<file path="config.mk">
export PLATFORM = sky130hd
export DESIGN_NAME = hilo_unit
export DESIGN_NICKNAME = d
export VERILOG_FILES = /design/src/rtl/hilo_unit.sv
export SDC_FILE = /design/constraint.sdc
export NUM_CORES = 1
export LEC_CHECK = 0
export CAP_MARGIN = 20
export CELL_PAD_IN_SITES_DETAIL_PLACEMENT = 2
export CELL_PAD_IN_SITES_GLOBAL_PLACEMENT = 2
export CORE_ASPECT_RATIO = 0.75
export CORE_MARGIN = 4
export CORE_UTILIZATION = 25
export CTS_CLUSTER_DIAMETER = 30
export DETAILED_ROUTE_END_ITERATION = 10
export PLACE_DENSITY_LB_ADDON = 0.3
export SLEW_MARGIN = 30
export SYNTH_ARGS = -nofsm -noshare
export SYNTH_HDL_FRONTEND = slang
export SYNTH_SLANG_ARGS = --single-unit
</file>
<file path="constraint.sdc">
create_clock -name clk -period 7 [get_ports clk]
set_input_delay 2.1 -clock clk [delete_from_list [all_inputs] [get_ports clk]]
set_output_delay 2.1 -clock clk [all_outputs]
set_load 0.02 [all_outputs]
</file>
<file path="src/rtl/hilo_unit.sv">
// hilo_unit: architectural HI/LO register file for the execute stage.
//   Commits ALU MULT products, services MTHI/MTLO/MFHI/MFLO and runs a
//   restoring iterative DIV/DIVU (one quotient bit per cycle, MSB first).
// Ports:
//   clk, reset        - clock; asynchronous active-high reset
//   hilo_en           - qualifies hilo_control this cycle
//   hilo_control      - function code (alu_control encoding)
//   src_a, src_b      - rs (dividend / MT source), rt (divisor)
//   mult_hi, mult_lo  - ALU product halves committed on MULT
//   read_data         - HI on MFHI, LO on MFLO, otherwise 0 (combinational)
//   busy              - divide in flight (registered)
//   stall             - hilo request present but refused this cycle
//   div_by_zero       - one-cycle pulse after a DIV/DIVU with src_b == 0
module hilo_unit #(
  parameter int unsigned DATA_WIDTH    = 32,
  parameter int unsigned CONTROL_WIDTH = 6
) (
  input  logic                     clk,
  input  logic                     reset,
  input  logic                     hilo_en,
  input  logic [CONTROL_WIDTH-1:0] hilo_control,
  input  logic [DATA_WIDTH-1:0]    src_a,
  input  logic [DATA_WIDTH-1:0]    src_b,
  input  logic [DATA_WIDTH-1:0]    mult_hi,
  input  logic [DATA_WIDTH-1:0]    mult_lo,
  output logic [DATA_WIDTH-1:0]    read_data,
  output logic                     busy,
  output logic                     stall,
  output logic                     div_by_zero
);

  localparam int unsigned CNT_W = (DATA_WIDTH > 1) ? $clog2(DATA_WIDTH) : 1;
  localparam logic [CNT_W-1:0] LAST_STEP = CNT_W'(DATA_WIDTH - 1);

  localparam logic [CONTROL_WIDTH-1:0] OP_MFHI = CONTROL_WIDTH'(6'b010000);
  localparam logic [CONTROL_WIDTH-1:0] OP_MTHI = CONTROL_WIDTH'(6'b010001);
  localparam logic [CONTROL_WIDTH-1:0] OP_MFLO = CONTROL_WIDTH'(6'b010010);
  localparam logic [CONTROL_WIDTH-1:0] OP_MTLO = CONTROL_WIDTH'(6'b010011);
  localparam logic [CONTROL_WIDTH-1:0] OP_MULT = CONTROL_WIDTH'(6'b011000);
  localparam logic [CONTROL_WIDTH-1:0] OP_DIV  = CONTROL_WIDTH'(6'b011010);
  localparam logic [CONTROL_WIDTH-1:0] OP_DIVU = CONTROL_WIDTH'(6'b011011);

  typedef enum logic [1:0] {
    S_IDLE,
    S_RUN,
    S_FIX
  } state_t;

  state_t state_q, state_d;

  logic [DATA_WIDTH-1:0] hi, lo;
  logic [DATA_WIDTH-1:0] dvsr;     // divisor magnitude
  logic [DATA_WIDTH-1:0] quo;      // dividend shifts out MSB-first, quotient shifts in
  logic [DATA_WIDTH:0]   rem;      // partial remainder
  logic [CNT_W-1:0]      cnt;
  logic                  neg_q, neg_r;

  logic                  is_hilo_op, accept, is_div, div_zero, div_start;
  logic                  a_neg, b_neg;
  logic [DATA_WIDTH-1:0] a_mag, b_mag;
  logic [DATA_WIDTH+1:0] trial_diff;
  logic                  step_ge;
  logic [DATA_WIDTH:0]   rem_step;
  logic [DATA_WIDTH-1:0] quo_step, q_final, r_final;

  // ---------------- request decode ----------------
  always_comb begin
    is_hilo_op = hilo_control inside {OP_MFHI, OP_MTHI, OP_MFLO, OP_MTLO,
                                      OP_MULT, OP_DIV, OP_DIVU};
    stall      = hilo_en & busy & is_hilo_op;
    accept     = hilo_en & ~stall & is_hilo_op;
    is_div     = (hilo_control == OP_DIV) | (hilo_control == OP_DIVU);
    div_zero   = (src_b == '0);
    div_start  = accept & is_div & ~div_zero;
  end

  always_comb begin
    read_data = '0;
    if (hilo_en && !stall) begin
      if (hilo_control == OP_MFHI) read_data = hi;
      else if (hilo_control == OP_MFLO) read_data = lo;
    end
  end

  // ---------------- divide datapath ----------------
  always_comb begin
    a_neg = (hilo_control == OP_DIV) & src_a[DATA_WIDTH-1];
    b_neg = (hilo_control == OP_DIV) & src_b[DATA_WIDTH-1];
    a_mag = a_neg ? -src_a : src_a;
    b_mag = b_neg ? -src_b : src_b;
  end

  // Trial subtraction is done one bit wider than the shifted remainder so
  // the borrow (MSB) directly tells whether the divisor fits.
  always_comb begin
    trial_diff = {rem, quo[DATA_WIDTH-1]} - {2'b00, dvsr};
    step_ge    = ~trial_diff[DATA_WIDTH+1];
    rem_step   = step_ge ? trial_diff[DATA_WIDTH:0]
                         : {rem[DATA_WIDTH-1:0], quo[DATA_WIDTH-1]};
    quo_step   = {quo[DATA_WIDTH-2:0], step_ge};
    q_final    = neg_q ? -quo : quo;
    r_final    = neg_r ? -rem[DATA_WIDTH-1:0] : rem[DATA_WIDTH-1:0];
  end

  // ---------------- FSM ----------------
  always_ff @(posedge clk or posedge reset) begin
    if (reset) state_q <= S_IDLE;
    else       state_q <= state_d;
  end

  always_comb begin
    state_d = state_q;
    case (state_q)
      S_IDLE:  if (div_start) state_d = S_RUN;
      S_RUN:   if (cnt == LAST_STEP) state_d = S_FIX;
      S_FIX:   state_d = S_IDLE;
      default: state_d = S_IDLE;
    endcase
  end

  always_ff @(posedge clk or posedge reset) begin
    if (reset) begin
      hi          <= '0;
      lo          <= '0;
      busy        <= 1'b0;
      div_by_zero <= 1'b0;
      cnt         <= '0;
      dvsr        <= '0;
      quo         <= '0;
      rem         <= '0;
      neg_q       <= 1'b0;
      neg_r       <= 1'b0;
    end else begin
      div_by_zero <= accept & is_div & div_zero;
      case (state_q)
        S_IDLE: begin
          if (accept) begin
            case (hilo_control)
              OP_MULT: begin
                hi <= mult_hi;
                lo <= mult_lo;
              end
              OP_MTHI: hi <= src_a;
              OP_MTLO: lo <= src_a;
              OP_DIV, OP_DIVU: begin
                if (!div_zero) begin
                  dvsr  <= b_mag;
                  quo   <= a_mag;
                  rem   <= '0;
                  cnt   <= '0;
                  neg_q <= a_neg ^ b_neg;
                  neg_r <= a_neg;
                  busy  <= 1'b1;
                end
              end
              default: ;
            endcase
          end
        end
        S_RUN: begin
          rem <= rem_step;
          quo <= quo_step;
          cnt <= cnt + 1'b1;
        end
        S_FIX: begin
          lo   <= q_final;
          hi   <= r_final;
          busy <= 1'b0;
        end
        default: ;
      endcase
    end
  end

endmodule

</file>
==> impl_summary.md, run 1 <==
Layout
The storage element area is 0.00431 mm^2. The library cell used most frequently in the layout, excluding fill and tap cells, is sky130_fd_sc_hd__nand2_1. The layout overhead on the synthesized area is 23.1%. The number of standard cells in the final layout excluding fillers is 2480. Leaving out fill and tap cells, the most frequent cells in the layout are sky130_fd_sc_hd__nand2_1, sky130_fd_sc_hd__o21ai_0, sky130_fd_sc_hd__dfrtp_1, sky130_fd_sc_hd__clkdlybuf4s50_1, sky130_fd_sc_hd__a21oi_1. Of the cells placed in the final design, the portion with a size suffix greater than 1 is 5.41%. At the end of the flow, the number of nets in the layout was 1939. The filler cells instantiated in the layout total 5963. The multi-input combinational cells in the finished layout cover a total of 0.00803 mm^2.

Logic synthesis
In the synthesized netlist the dominant register cell turns out to be sky130_fd_sc_hd__dfrtp_1. The number of enable-type register cells in the synthesized netlist is 0. The synthesis warning total is 0.

Summing the sequential cell areas from Yosys gives 33.1% of the chip area. The count of unique library cells instantiated by Yosys is 76. The fraction of synthesis flops using an asynchronous set or reset pin is 100%.

The mean instance size in the synthesized netlist is 7.83 um^2. The synthesized design contains 172 register bits. The synthesized instance count is 1662. Summing every instance area after synthesis gives 0.0130 mm^2. Synthesis produced a netlist with a net count of 1838.

Drt
The total routed wirelength is 53.6 mm. The first detailed-routing pass ran for 5 iterations. Across all layers, the routed design uses 13074 vias.

The detailed-route DRC error count is 0. In the routed layout, each cell is associated on average with a via count of 5.27. The detailed-route wire length per cell is 21.6 um.

The number of DRC markers after the initial detailed-route iteration is 708. Once detail routing completed, the nets flagged for antenna violations numbered 0.

Die
The floorplan step defined a die boundary enclosing 0.0558 mm^2. Once the floorplan was initialized, standard cells occupied 25.2% of the core. The floorplan die width is 271 um. The floorplan has 72 rows. The core region is 0.0515 mm^2.

The number of primary I/O pins is 172. The vertical die dimension is 206 um.

Setup path
The timing startpoint of the critical path is hilo_control[1]. The arrival time at the worst endpoint is 4.61 ns. The startpoint type of the worst setup path is an input pin.

The worst-path maximum fanout is 32. The signal on the critical path passes through clkdlybuf4s50_1, inv_1, nor4_2, buf_4, a22oi_1, nor2_1, clkdlybuf4s50_1. STA classifies the critical path endpoint as a primary output.

The required time at the worst-slack endpoint is 4.90 ns. The startpoint of the most critical register-to-register path is quo[31]. The number of cells on the worst reg-to-reg path is 13. The largest single stage delay on the critical path is 0.64 ns. Among cell families on the critical path, the largest total delay comes from buffers and inverters. The total stage count of the critical path is 7. The library cell contributing the largest single delay on the critical path is sky130_fd_sc_hd__clkdlybuf4s50_1. The most critical setup path has its endpoint at read_data[9].

The worst reg-to-reg setup slack is 3.05 ns. The total buffers and inverters traversed by the critical path is 4. The reg-to-reg endpoint is rem[30]. By instance count, the cell type seen most on the critical path is sky130_fd_sc_hd__clkdlybuf4s50_1.

The category of the critical setup timing path is in -> out.

STA
The final total negative setup slack is 0 ns. Setup repair after global routing left no endpoint under its margin. The final count of hold timing violations is 0. The top achievable clock speed is 0.149 GHz. The final-report max-slew violation count is 0. Setup violations remaining at the end of the flow were counted as 0. The transition time of the tightest slew-check pin is 0.921 ns.

Headroom to the max-slew limit came out at 38.0%. The final worst-path cycle share is 95.9%. Subtracting the final worst setup slack from the clock period gives 6.71 ns. The setup skew after layout is 0.0142 ns.

Clock network
Clock-pin slew was measured on the worst setup and hold paths at 0.07 ns. The deepest clock path buffer count is 2. The post-cts sizing count is 0.

The TritonCTS clock tree is built. The number of levels the H-tree was split into is 4. Clock tree synthesis inserted a total of 17 buffers. Buffers inserted to repair hold after CTS numbered 0. The cell sitting at the root of the clock tree is a sky130_fd_sc_hd__clkbuf_16. The number of setup buffers added after CTS is 0. The tree built by TritonCTS fans out to 172 sinks. The clock insertion delay at the later pin of the skew report is 0.46 ns.

Place
The post-detailed-placement half-perimeter wirelength is 40.5 mm. The weighted congestion reported at the end of routability-driven placement is 0.834. The count of buffers added on input and output ports is 171.

After detailed placement, the design holds a cell count of 2446.

Pwr
The cell-internal power is 2.66 mW. The fraction of power spent switching nets is 43.5%. In this run, the clock network consumes 21.9% of the power. The switching power total is 2.04 mW. IR analysis of the VDD net gives a maximum drop of 0.000168 V.

The power per standard cell area is 294 mW/mm^2. The analysis attributes to cell leakage a power of 6.38 nW. The part of the total power dissipated in sequential elements is 36.2%. The share of power burned in combinational logic is 41.9%.

Global route
The remaining global-route overflow is 0. The number of antenna violations at the first check in global routing came to 2. The first-pass GRT wire length is 83.7 mm.

Global routing used 19.0% of the available tracks. Entering global routing, the biggest net connects 93 pins. The via count of the first global-routing pass is 14000.

Min path
The worst min-delay path class is reg -> reg. The depth of the worst hold-timing path is 2.

Job
Across the run, the number of max-cap violations was 0.

Run status
The run finished with clean final reports.
## kinds of logic after synthesis
group / Yosys count / synth area share [%]
AO/OA/AOI/OAI: 580 / 26.9
XOR/XNOR: 143 / 9.63
adder cells (fa/ha/maj): 39 / 3.81
buffers and inverters: 173 / 5.74
flip-flops: 172 / 33.1
multiplexers: 35 / 2.70
AND/OR/NAND/NOR: 520 / 18.1
## sequential cells by signal, indices dropped and copies added (netlist names)
name         cells
quo             32
hi              32
busy             1
rem             33
dvsr            32
state_q          2
lo              32
div_by_zero      1
neg_r            1
cnt              5
neg_q            1
## routing by layer
layer	global-route usage [%]	part of all wire [%]	vias to the layer above
met4	2.58	0.73	2
met5	0	0.037	-
met3	2.79	2.8	24
met1	26.5	49	6738
met2	32.1	47	177
li1	-	-	6133
## power groups by stage
| stage | clock network (mW) | registers, mW | logic (mW) |
|---|---|---|---|
| 5_1_grt | 1.10 | 1.75 | 2.21 |
| 3_5_place_dp | 0 | 1.72 | 1.96 |
| 6_report | 1.03 | 1.70 | 1.97 |
| 2_1_floorplan | 0 | 1.49 | 1.49 |
| 3_3_place_gp | 0 | 1.71 | 1.89 |
| 4_1_cts | 1.06 | 1.70 | 1.98 |
## per-stage QoR
stage	hold WS (ns)	area [um^2]	power, mW	setup slack [ns]	util, %
floorplan	0.449	13000	2.98	0.240	-
global placement	0.473	15300	3.60	0.446	29.8
detailed placement	0.479	15400	3.68	0.328	29.8
CTS	0.496	16000	4.74	0.320	31.0
global route	0.511	16000	5.05	0.174	31.1
finish	0.486	16000	4.70	0.288	31.1
## cells in the mapped netlist, drive strengths merged (9+ instances only)
cell      n  area (um^2)
a21o     15          113
a21oi   148          748
a22oi    35          263
a31oi    11         68.8
and3      9         56.3
buf      25          160
clkbuf   89          365
dfrtp   172         4300
ha       38          475
inv      58          218
mux2i    34          340
nand2   297         1120
nand3    36          180
nor2     76          285
nor3     20          111
nor4     12         90.1
o211ai    9         72.6
o21ai   205         1040
o22ai    55          344
o31ai    30          225
o41ai    16          159
or3      23          164
or4       9         82.6
xnor2    96          841
xor2     47          412
## worst min-delay path, delay by kind of cell (launching register included)
| family | cells | cell delay, ns |
|---|---|---|
| simple gates | 1 | 0.05 |
| compound gates | 1 | 0.06 |
| flops | 1 | 0.34 |
## worst min-delay path by stage
stage / from / end / slack, ns
after detailed placement: dvsr[19] / dvsr[19] / 0.48
final: dvsr[19] / dvsr[19] / 0.49
after CTS: dvsr[19] / dvsr[19] / 0.50
after global placement: dvsr[19] / dvsr[19] / 0.47
after global routing: dvsr[21] / dvsr[21] / 0.51
after floorplan: hi[24] / hi[24] / 0.45
## area by class of cell
class                           instances  share of cell area (%)
Multi-Input combinational cell       1317                    50.2
Tap cell                              703                    5.50
Timing Repair Buffer                  196                    12.3
Clock buffer                           17                    2.66
Clock inverter                         15                    1.08
Inverter                               59                    1.41
Antenna cell                            1                  0.0156
Sequential cell                       172                    26.9
(Power assumes the default switching activity.)
==> inputs of run 2 (changes only) <==
Settings changed: CORE_ASPECT_RATIO 0.75 to 0.6, CORE_UTILIZATION 25 to 30.
==> run 2 against run 1 <==
Net effect: final cell count is 5.0% lower; setup slack better by 0.054 ns; worst hold slack better by 0.0012 ns; critical path depth stayed put; count of clock-buffer cells in the layout is 2 higher; fmax is 0.81% higher; first-iteration DRC count is 21% higher; clock skew is 0.0047 ns lower; sequential share of layout area is 0.19 points higher.
==> impl_summary.md, run 2 (synthesized netlist as in run 1, its figures left out) <==
Clock network
TritonCTS built the clock tree. The number of buffers created by CTS is 17. The deepest clock path buffer count is 2. The clock tree synthesis step divided the H-tree into 4 levels. The clock sink count is 172. The number of setup buffers added after CTS is 0. The clock insertion delay at the later pin of the skew report is 0.46 ns.

The number of hold buffers added after cts is 0. The number of gates resized after CTS was 0. The clock tree root driver cell is sky130_fd_sc_hd__clkbuf_16. Clock-pin slew was measured on the worst setup and hold paths at 0.07 ns.

Die
From bottom edge to top edge, the die measures 169 um. The core region area is 0.0424 mm^2. The die area is 0.0469 mm^2. The number of cell rows is 58. For this configuration, the core starts out at a cell density of 30.7%.

The floorplan die width is 277 um. The number of primary I/O pins is 172.

Layout
Leaving out fill and tap cells, the most frequent cell in the layout is sky130_fd_sc_hd__nand2_1. The net count of the finished layout is 1949. The flip-flop count of the largest register after layout is 33. The final-layout fill cell count is 4902. Leaving out filler cells and counting taps, the final layout contains 2357. Once layout is done, the placed cells without fillers occupy 0.0159 mm^2. Leaving out fill and tap cells, the most frequent cells in the layout are sky130_fd_sc_hd__nand2_1, sky130_fd_sc_hd__o21ai_0, sky130_fd_sc_hd__dfrtp_1. The layout overhead on the synthesized area is 22.2%. The register with the highest flop count is rem. The post-route netlist has 5.94% of its cells at a drive strength greater than 1.

STA
Setup total negative slack on the finished layout was measured at 0 ns. For the finished layout, the period the worst path requires is 6.66 ns. Derived from the worst setup path, the maximum achievable clock frequency is 0.150 GHz. For the pin with the worst max-slew slack, the measured transition is 0.916 ns. The final count of hold timing violations came to 0. The final-report max-slew violation count was 0. Setup violations remaining at the end of the flow were counted as 0. Setup repair after global routing left no endpoint under its margin. Headroom to the max-slew limit came out at 38.7%. The setup skew after layout is 0.00950 ns. The final worst-path cycle share is 95.1%.

Drt
The final antenna-violating net count is 0. The via count is 13277. The detailed router finished its first iteration with 857 violations. Using the TritonRoute via totals, the vias-per-cell ratio works out to 5.63.

The first detailed-routing pass ran for 6 iterations. The final layout contains routed wiring with a total length of 55.9 mm. The detailed-route DRC error count is 0. Dividing the detail-routed wire length by the instance count gives 23.7 um.

Setup path
The number of cells on the worst reg-to-reg path is 12. STA classifies the critical path endpoint as a primary output. The timing startpoint of the critical path is hilo_control[4]. The worst reg-to-reg setup slack is 2.64 ns. The reg-to-reg endpoint is quo[0]. The setup path with the least slack is of type in -> out. The arrival time at the worst endpoint is 4.56 ns. In this run the critical register-to-register path is launched from quo[31]. The required time at the worst-slack endpoint is 4.90 ns. The worst-path maximum fanout is 15.

The end of the critical path is read_data[6]. STA classifies the critical path startpoint as an input pin.

Pwr
IR analysis of the VDD net gives a maximum drop of 0.000211 V. Summed over all cells, the static leakage comes to 6.41 nW. After layout, the design draws a total of 4.72 mW. In this run the power density over the cells is 297 mW/mm^2.

Place
The weighted congestion reported at the end of routability-driven placement is 0.847. The post-detailed-placement half-perimeter wirelength is 41.9 mm. The number of I/O port buffers is 171. The cell area reported after detailed placement is 0.0153 mm^2. The cell total after placement is 2324.

Global route
The number of antenna violations at the first check in global routing is 0. The via count of the first global-routing pass is 14278. The first global-routing pass estimated 86.8 mm of wire. Summed over all layers, the global routing overflow is 0.

The maximum number of pins on one net before global-route repair is 70. The total routing usage reported by global routing is 23.4%.

Run status
The run finished with clean final reports.

Min path
The min-delay analysis places its worst path in the category reg -> reg.

Job
The count of max-cap constraint violations is 0.
[run 2: cell count changes in the layout (fill, tap and decap cells not counted)]
| cell | before | now |
|---|---|---|
| sky130_fd_sc_hd__clkinv_2 | 0 | 2 |
| sky130_fd_sc_hd__nand3_2 | 0 | 1 |
| sky130_fd_sc_hd__inv_8 | 1 | 0 |
| sky130_fd_sc_hd__nand3_1 | 35 | 34 |
| sky130_fd_sc_hd__dfrtp_1 | 171 | 172 |
| sky130_fd_sc_hd__clkbuf_8 | 0 | 2 |
| sky130_fd_sc_hd__dfrtp_2 | 1 | 0 |
| sky130_fd_sc_hd__inv_6 | 8 | 2 |
| sky130_fd_sc_hd__clkinvlp_4 | 3 | 6 |
| sky130_fd_sc_hd__and2_0 | 0 | 1 |
| sky130_fd_sc_hd__and2_1 | 4 | 3 |
| sky130_fd_sc_hd__buf_12 | 2 | 0 |
| sky130_fd_sc_hd__buf_4 | 21 | 33 |
[run 2: worst min path at each step]
stage          depth (start not counted)        to  slack, ns      from
2_1_floorplan                          2    hi[24]       0.45    hi[24]
3_3_place_gp                           2   dvsr[7]       0.47   dvsr[7]
6_report                               2  dvsr[14]       0.49  dvsr[14]
4_1_cts                                2  dvsr[14]       0.49  dvsr[14]
3_5_place_dp                           2  dvsr[14]       0.47  dvsr[14]
5_1_grt                                2  dvsr[14]       0.52  dvsr[14]
[run 2: routing by layer]
layer	vias to the layer above	global-route usage [%]	part of all wire [%]
met5	-	0	0
met4	0	6.62	2.2
met3	53	3.45	4.0
met2	255	37.0	45
met1	6819	33.6	49
li1	6150	-	-
[run 2: area by class of cell]
type / count / area [um^2] / area share (%)
tap: 570 / 713 / 4.49
timing repair buffer: 206 / 2010 / 12.7
sequential: 172 / 4300 / 27.1
multi-input combinational: 1317 / 8040 / 50.6
inverter: 59 / 226 / 1.43
clock buffer: 19 / 453 / 2.85
clock inverter: 13 / 141 / 0.890
antenna: 1 / 2.50 / 0.0157
[run 2: metrics by stage]
| stage | util (%) | hold WS [ns] | setup slack [ns] |
|---|---|---|---|
| after floorplan | - | 0.449 | 0.240 |
| after global placement | 35.9 | 0.470 | 0.400 |
| after global routing | 37.5 | 0.519 | 0.233 |
| final | 37.5 | 0.488 | 0.342 |
| after CTS | 37.5 | 0.490 | 0.334 |
| after detailed placement | 36.1 | 0.474 | 0.354 |
[run 2: power by group]
group	leakage, nW	internal, mW	switching [mW]	total [mW]
clock network	0.274	0.546	0.462	1.01
logic	4.15	0.871	1.15	2.03
registers	1.99	1.25	0.438	1.69
total	6.41	2.67	2.05	4.72
[run 2: worst max-delay path: stages]
cell	delay, ns
sky130_fd_sc_hd__clkdlybuf4s50_1	0.44
sky130_fd_sc_hd__or3b_1	0.49
sky130_fd_sc_hd__nor4_2	0.27
sky130_fd_sc_hd__buf_4	0.33
sky130_fd_sc_hd__a22oi_1	0.14
sky130_fd_sc_hd__nor2_1	0.13
sky130_fd_sc_hd__clkdlybuf4s50_1	0.64
==> inputs of run 3 (changes only) <==
Settings changed: CTS_BUF_LIST set to sky130_fd_sc_hd__clkbuf_4 sky130_fd_sc_hd__clkbuf_8 sky130_fd_sc_hd__clkbuf_16.
==> results of run 3 <==
No change in the layout: final DEF, timing and power equal those of run 2.
